File: src/rtl/sram_arbiter_pkg.sv
// Shared types and constants for the two-port data SRAM arbiter.
// Optional feature macro: SRAM_ARB_RR_EN (round-robin tie break).
package sram_arbiter_pkg;

    localparam int unsigned SRAM_ARB_PORTS = 2;
    localparam int unsigned SRAM_LEN_ADDR  = 64;
    localparam int unsigned SRAM_LEN_DATA  = 64;

    // Lock owner encoding, one bit per port, all-zero means no owner
    localparam logic [1:0] LOCK_NONE = 2'b00;
    localparam logic [1:0] LOCK_P0   = 2'b01;
    localparam logic [1:0] LOCK_P1   = 2'b10;

    typedef struct packed {
        logic                       req;
        logic                       lock;
        logic [SRAM_LEN_DATA/8-1:0] we;
        logic [SRAM_LEN_ADDR-1:0]   addr;
        logic [SRAM_LEN_DATA-1:0]   wdata;
    } sram_req_t;

    typedef struct packed {
        logic                     rvalid;
        logic [SRAM_LEN_DATA-1:0] rdata;
    } sram_resp_t;

endpackage

File: src/rtl/sram_arbiter_arb2_sel.sv
// Pure two-port winner selection: lock owner first, then a lone requester,
// then the tie-break preference bit. Output grant is one-hot or zero.
module arb2_sel
    import sram_arbiter_pkg::*;
(
    input  logic [SRAM_ARB_PORTS-1:0] req,
    input  logic [1:0]                lock_owner,
    input  logic                      pref,
    output logic [SRAM_ARB_PORTS-1:0] gnt
);

    // Select the winner for this cycle
    always_comb begin
        gnt = '0;
        if (lock_owner == LOCK_P0 && req[0]) begin
            gnt = 2'b01;
        end else if (lock_owner == LOCK_P1 && req[1]) begin
            gnt = 2'b10;
        end else if (req == 2'b01) begin
            gnt = 2'b01;
        end else if (req == 2'b10) begin
            gnt = 2'b10;
        end else if (req == 2'b11) begin
            gnt = pref ? 2'b10 : 2'b01;
        end
    end

endmodule

File: src/rtl/sram_arbiter.sv
// Two-port arbiter for the shared data SRAM (1-cycle read latency).
// Port 0 is the MEM stage, port 1 the loader/debug requester.
// Optional feature macro: SRAM_ARB_RR_EN selects round-robin tie break;
// without it port 0 always wins ties and no pointer flop exists.
module sram_arbiter
    import sram_arbiter_pkg::*;
#(
    parameter int unsigned LEN_ADDR = 64,
    parameter int unsigned LEN_DATA = 64
) (
    input  logic                  clk,
    input  logic                  rst,

    input  logic                  m0_req,
    input  logic                  m0_lock,
    input  logic [LEN_DATA/8-1:0] m0_we,
    input  logic [LEN_ADDR-1:0]   m0_addr,
    input  logic [LEN_DATA-1:0]   m0_wdata,
    output logic                  m0_gnt,
    output logic                  m0_rvalid,
    output logic [LEN_DATA-1:0]   m0_rdata,

    input  logic                  m1_req,
    input  logic                  m1_lock,
    input  logic [LEN_DATA/8-1:0] m1_we,
    input  logic [LEN_ADDR-1:0]   m1_addr,
    input  logic [LEN_DATA-1:0]   m1_wdata,
    output logic                  m1_gnt,
    output logic                  m1_rvalid,
    output logic [LEN_DATA-1:0]   m1_rdata,

    output logic                  sram_ena,
    output logic [LEN_DATA/8-1:0] sram_wea,
    output logic [LEN_ADDR-1:0]   sram_addra,
    output logic [LEN_DATA-1:0]   sram_dina,
    input  logic [LEN_DATA-1:0]   sram_douta
);

    logic [SRAM_ARB_PORTS-1:0] req_v;
    logic [SRAM_ARB_PORTS-1:0] gnt;
    logic [1:0]                lock_owner;
    logic                      rr_ptr;
    logic                      tag_valid;
    logic                      tag_port;
    logic                      rd_issue;

    // Requests are masked while reset is high so nothing reaches the SRAM
    assign req_v = {m1_req, m0_req} & {SRAM_ARB_PORTS{~rst}};

    arb2_sel u_sel (
        .req        (req_v),
        .lock_owner (lock_owner),
        .pref       (rr_ptr),
        .gnt        (gnt)
    );

    assign m0_gnt = gnt[0];
    assign m1_gnt = gnt[1];

    // Steer the granted port onto the SRAM, zero the bus when idle
    always_comb begin
        sram_ena   = 1'b0;
        sram_wea   = '0;
        sram_addra = '0;
        sram_dina  = '0;
        if (gnt[0]) begin
            sram_ena   = 1'b1;
            sram_wea   = m0_we;
            sram_addra = m0_addr;
            sram_dina  = m0_wdata;
        end else if (gnt[1]) begin
            sram_ena   = 1'b1;
            sram_wea   = m1_we;
            sram_addra = m1_addr;
            sram_dina  = m1_wdata;
        end
    end

    assign rd_issue = sram_ena && (sram_wea == '0);

    // Response tag: remembers which port's read is in flight
    always_ff @(posedge clk or posedge rst) begin
        if (rst) begin
            tag_valid <= 1'b0;
            tag_port  <= 1'b0;
        end else begin
            tag_valid <= rd_issue;
            tag_port  <= gnt[1];
        end
    end

    // Lock owner: follows the granted port's lock bit; an ungranted cycle
    // means the owner (if any) dropped its request, which releases it
    always_ff @(posedge clk or posedge rst) begin
        if (rst) begin
            lock_owner <= LOCK_NONE;
        end else if (gnt[0]) begin
            lock_owner <= m0_lock ? LOCK_P0 : LOCK_NONE;
        end else if (gnt[1]) begin
            lock_owner <= m1_lock ? LOCK_P1 : LOCK_NONE;
        end else begin
            lock_owner <= LOCK_NONE;
        end
    end

`ifdef SRAM_ARB_RR_EN
    // Round-robin pointer: prefer the port that was not granted last
    always_ff @(posedge clk or posedge rst) begin
        if (rst) begin
            rr_ptr <= 1'b0;
        end else if (gnt[0]) begin
            rr_ptr <= 1'b1;
        end else if (gnt[1]) begin
            rr_ptr <= 1'b0;
        end
    end
`else
    assign rr_ptr = 1'b0;
`endif

    assign m0_rvalid = tag_valid && !tag_port;
    assign m1_rvalid = tag_valid &&  tag_port;
    assign m0_rdata  = m0_rvalid ? sram_douta : '0;
    assign m1_rdata  = m1_rvalid ? sram_douta : '0;

endmodule
File: config.mk
export PLATFORM = sky130hd
export DESIGN_NAME = sram_arbiter
export DESIGN_NICKNAME = d
export VERILOG_FILES = /design/src/rtl/sram_arbiter_pkg.sv /design/src/rtl/sram_arbiter_arb2_sel.sv /design/src/rtl/sram_arbiter.sv
export SDC_FILE = /design/constraint.sdc
export NUM_CORES = 1
export LEC_CHECK = 0
export ABC_CLOCK_PERIOD_IN_PS = 2000
export CAP_MARGIN = 20
export CORE_AREA = 2 2 238 240
export CTS_BUF_LIST = sky130_fd_sc_hd__clkbuf_8
export DETAILED_ROUTE_END_ITERATION = 8
export DIE_AREA = 0 0 240 242
export GPL_TIMING_DRIVEN = 0
export PLACE_DENSITY = 0.36
export SLEW_MARGIN = 20
export SYNTH_ARGS = -nofsm -noshare
export SYNTH_HDL_FRONTEND = slang
export SYNTH_SLANG_ARGS = --single-unit
File: constraint.sdc
create_clock -name clk -period 2 [get_ports clk]
set_clock_uncertainty 0.1 [all_clocks]
set_input_delay 0.4 -clock clk [delete_from_list [all_inputs] [get_ports clk]]
set_output_delay 0.4 -clock clk [all_outputs]
set_load 0.005 [all_outputs]
==> impl_metrics.toml <==
[routing]
num_vias = 5961
dr.pass1.iters = 4
drcViolationCount = 0
drt-total-wl_um = 40400
drt-initial-drc-count = 148
routed_via_density = 3.30
avgRoutedWirePerCell_um = 22.3
drtAntennaViolNets = 0

[worst_setup_path]
cp-end-kind = "primary output"
worst-r2r-setup-slack_ns = 0.36
crit_path_start_kind = "flop"
crit_path_end = "sram_addra[44]"
critPathRequiredTime_ns = 1.50
path_max_fanout = 5
path_class = "flop to primary output"
critPathArrivalTime_ns = 1.84
r2r_start = "lock_owner[0]"
setup.worst_path.start = "lock_owner[0]"
timing.rr.end = "tag_valid"
reg2reg_depth = 5

[global_route]
grt.overflow.total = 0
grt_antenna_before_repair = 11
grt_pass1_wl_um = 49800
grt_pass1_vias = 6185
grt_start_max_net_pins = 11
track_usage_pct = 12.4

[floorplan]
rows = 87
dieWidth_um = 240
core_area_um2 = 55700
ios = 611
dieHeight_um = 242
start_util_pct = 4.57
die_area_um2 = 58100

[power_and_ir_drop]
ir_worst_vdd_mv = 0.0976
p_per_area_nw_per_um2 = 230
p_leak_uw = 0.00550
fin_total_pwr_uw = 2580

[placement]
place_congestion = 0.794
numPortBuffers = 610
dp.cells = 1703
place_hpwl_um = 33700

[yosys]
synth_compound_area_share_pct = 48.2
yosysSeqAreaShare_pct = 3.93
synth_top_family_by_area = "compound AO/OA/AOI/OAI gates"
ys_types = 18
synthSimpleGateAreaFrac_pct = 34.3
synth_warnings = 0
synth_area_um2 = 2550
synth_xor_area_share_pct = 0
syn_nets = 679
synthMuxAreaShare_pct = 0
syn_avg_cell_area_um2 = 7.56
synth-adder-area-share_pct = 0
synthCells = 337
ys_seq_elements = 4

[clock_tree]
cts_root_buf = "clkbuf_8"
cts_sinks = 4
clk_pin_slew_worst_paths_ns = 0.03
holdBufCountCts = 0
clk_latency_ns = 0.21
htree_levels = 1
cts_max_path_buffers = 2
numCtsBuffers = 3
cts_tree = "yes"

[sta]
rsz0062_at_grt = "true"
worst_slew_pin_slew_ns = 0.640
setup_violations = 193
slew_headroom_pct = 56.9
fin_crit_ns = 2.34
fmax_ghz = 0.427
slew_viol_final = 0
final.setup.worst_slack_ns = -0.344
finalHoldViolations = 0
fin_setup_tns_ns = -35.24
min_period_over_period_pct = 117

[final_layout]
final_common_cell = "clkdlybuf4s50_1"
nets = 1391
fin_cells = 1808
layout_common_cells = "338 x clkdlybuf4s50_1, 146 x buf_6, 108 x a22o_1, 98 x buf_2, 61 x clkbuf_2"
synthToLayoutAreaGrowth_pct = 342
layout-drive-gt1-share_pct = 45.7

[min_path]
hp-class = "input port to asynchronous set/reset pin"

[job]
max_cap_viol_count = 0

[outcome]
status = "complete, but fails checks"
violations = "negative setup slack"
==> power breakdown <==
group | switching, uW | internal, uW | total [uW]
sequential | 4.26 | 85.7 | 89.9
clock | 37.8 | 128 | 166
combinational | 825 | 1500 | 2330
total | 867 | 1720 | 2580
==> sequential cells by signal, indices dropped and copies added, names as in the netlist <==
signal      cells
lock_owner      2
tag_port        1
tag_valid       1
==> Yosys cell counts <==
cell type,count,area [um^2]
a22o_1,136,1190
and2_1,67,419
and3_1,64,400
clkbuf_1,21,78.8
buf_4,13,97.6
buf_6,12,135
buf_2,4,20.0
dfrtp_1,4,100
nor4_1,4,25.0
inv_1,3,11.3
nand2_1,2,7.51
a211oi_2,1,12.5
a221oi_1,1,8.76
buf_1,1,3.75
nand2b_4,1,13.8
nor2b_1,1,6.26
o211a_1,1,10.0
o21ai_0,1,5.00
==> what timing repair did <==
item                                    in CTS  in global routing
buffers inserted                            51                 38
gates cloned                                16                  8
pin swaps                                   60                 86
endpoints found under the setup margin     269                250
gates resized for setup                   1003                354
==> final cells by class <==
class,instances,area (um^2)
antenna,5,12.5
fill,6330,44500
timing repair buffer,714,6900
clock buffer,3,41.3
tap,756,946
multi-input combinational,279,2510
buffer,44,721
sequential,4,103
inverter,3,11.3
==> how the worst min path moves through the flow <==
stage	from	end	slack [ns]	cells after the start
global route	rst	tag_valid	0.26	3
CTS	rst	tag_valid	0.24	3
global placement	rst	tag_valid	0.57	2
floorplan	rst	lock_owner[0]	0.08	1
finish	rst	tag_valid	0.26	3
detailed placement	rst	tag_valid	0.58	2
==> per-stage QoR <==
stage / hold WS, ns / setup WS [ns] / cell area [um^2] / util [%]
final: 0.259 / -0.344 / 11300 / 20.2
after detailed placement: 0.577 / -1.26 / 9600 / 17.2
after floorplan: 0.0801 / 0.246 / 2550 / -
after CTS: 0.244 / -0.428 / 10700 / 19.2
after global routing: 0.264 / -0.382 / 11200 / 20.2
after global placement: 0.571 / -1.27 / 9600 / 17.2
==> critical path: stages (launching register included) <==
cell	delay, ns
dfrtp_1	0.35
nand2b_4	0.16
a211oi_4	0.24
buf_12	0.17
buf_12	0.14
buf_12	0.13
buf_12	0.11
a22o_1	0.16
buf_2	0.16
==> kinds of logic (layout without fill, tap and decap cells) <==
kind of cell           Yosys count  count (layout)
AOI/OAI and AO/OA              140             140
and+or+nand+nor                139             139
buffers and inverters           54             764
DFF                              4               4
other                            0               5
==> metal layers <==
metal / vias to the layer above / GRT usage [%] / part of all wire [%]
li1: 2755 / - / -
met1: 2758 / 12.3 / 35
met2: 400 / 23.7 / 52
met3: 40 / 3.45 / 8.7
met4: 8 / 5.44 / 4.0
met5: - / 0 / 0.11
No activity file was read; power rests on OpenSTA's default activity.
==> patch, RTL diff (config.mk and constraints unchanged) <==
Build with the macro `SRAM_ARB_RR_EN` defined.
--- a/src/rtl/sram_arbiter.sv
+++ b/src/rtl/sram_arbiter.sv
@@ -4,2 +4,4 @@
 // without it port 0 always wins ties and no pointer flop exists.
+`define SRAM_ARB_RR_EN
+
 module sram_arbiter
Formal check against the unedited RTL: not equivalent (a bounded check fails within 4 cycles, from zero or initial values and one cycle with rst high).
==> patch against the unedited design <==
  * The run still ends with setup timing left
  * Synthesized area decreased by 1.0%
  * Critical path depth decreased by 1
  * Total power increased by 9.7%
  * Design area increased by 10%
  * Register-to-register slack got worse by 0.33 ns
  * Cell count increased by 3.2%
  * Wire length decreased by 6.8%
  * Worst setup slack got worse by 0.13 ns
  * Sequential share of layout area increased by 0.13 points
  * Sequential cell count increased by 1
==> patch: results (changes against the unedited design) <==
stage,metric,value,unit,change
synthesis,register area share after synthesis,4.97,%,+1.0 points
sta,setup ws final,-0.475,ns,-0.131 ns
finish,Fill cells,6188,,-2.2%
finish,nets,1453,,+4.5%
drt,met2 routed WL,19700,um,-6.4%
power,VDD IR max,0.182,mV,+87%
global_route,GR Util met1,11.2,%,-1.1 points
global_route,initial antenna violation count,1,,-10
worst_setup_path,Critical R2R Launch,lock_owner[1],,
worst_setup_path,CP Capture Point,sram_dina[25],,
drt,Metal-1 WL,13200,um,-6.9%
drt,Vias,6368,,+6.8%
placed_design,Placer Congestion,0.814,,+2.5%
synthesis,Netlist cell types,24,,+6
outcome,outcome,finished with violations,,
drt,initial drt markers,125,,-16%
outcome,violated checks,setup timing,,
global_route,global-route wire length before repair,48100,um,-3.4%
synthesis,top post-synthesis cells by area,"a22o_1 (46%), and2_1 (17%), and3_1 (16%), clkbuf_1 (5.1%), dfrtp_1 (5.0%)",,
global_route,largest net degree at the start of global routing,12,,+1
worst_setup_path,Worst Reg-to-Reg Cells,7,,+2
synthesis,"top cells by count, synth","a22o_1 (132), and2_1 (67), and3_1 (64)",,
drt,metal3 WL,2950,um,-16%
placed_design,Placed Cells,1718,,+0.88%
synthesis,Avg Inst Size Synth,7.16,um^2,-5.2%
worst_setup_path,"slowest stage delay, CP",0.39,ns,+0.04 ns
worst_setup_path,worst reg-to-reg setup slack,0.03,ns,-0.33 ns
worst_setup_path,worst-path fanout max,9,,+4
placed_design,Placement Cell Area,0.00958,mm^2,-0.16%
sta,Setup TNS,-68.52,ns,-33.29 ns
drt,First-pass DRT Iterations,5,,+1
power,Leakage Power,5.61,nW,+2.0%
worst_setup_path,Crit path max-delay family,compound AO/OA/AOI/OAI gates,,
drt,Via density,3.41,,+3.5%
power,combinational share of power,89.3,%,-0.8 points
power,power consumption,2.83,mW,+9.7%
global_route,vias in the first global route,6825,,+10%
sta,Final setup viols,260,,+35%
sta,Worst slew margin,78.8,%,+22 points
worst_setup_path,CP Data Arrival Time,1.97,ns,+0.13 ns
finish,share of layout cells above drive strength 1,56.1,%,+10 points
patch: cell count changes after synthesis, sizes merged, moves of 2 or more:
cell	before	now
o21ai	1	4
o41ai	0	2
a22o	136	132
clkbuf	21	34
a21oi	0	2
buf	30	17
inv	3	1
nand2	2	9
nor2	0	2
nor2b	1	3
nor4	4	0
patch: what timing repair did:
action	4_1_cts	5_1_grt
pin swaps	64	97
setup endpoints to repair	274	261
resized for setup	1369	344
gates cloned	24	7
buffers inserted	114	33
patch: cells by family after synthesis:
kind of cell / count (synthesis) / synth area share, %
flops: 5 / 4.97
simple gates: 151 / 36.5
compound gates: 144 / 49.4
buf+inv: 52 / 9.09
patch: cell type report:
cell class                 instances  area (um^2)  share of cell area [%]
sequential                         5          129                    1.04
tap                              756          946                    7.64
buffer                            41          761                    6.15
multi-input combinational        295         2890                    23.3
timing repair buffer             764         7600                    61.4
clock inverter                     1         3.75                  0.0303
inverter                           1         3.75                  0.0303
clock buffer                       3         41.3                   0.334
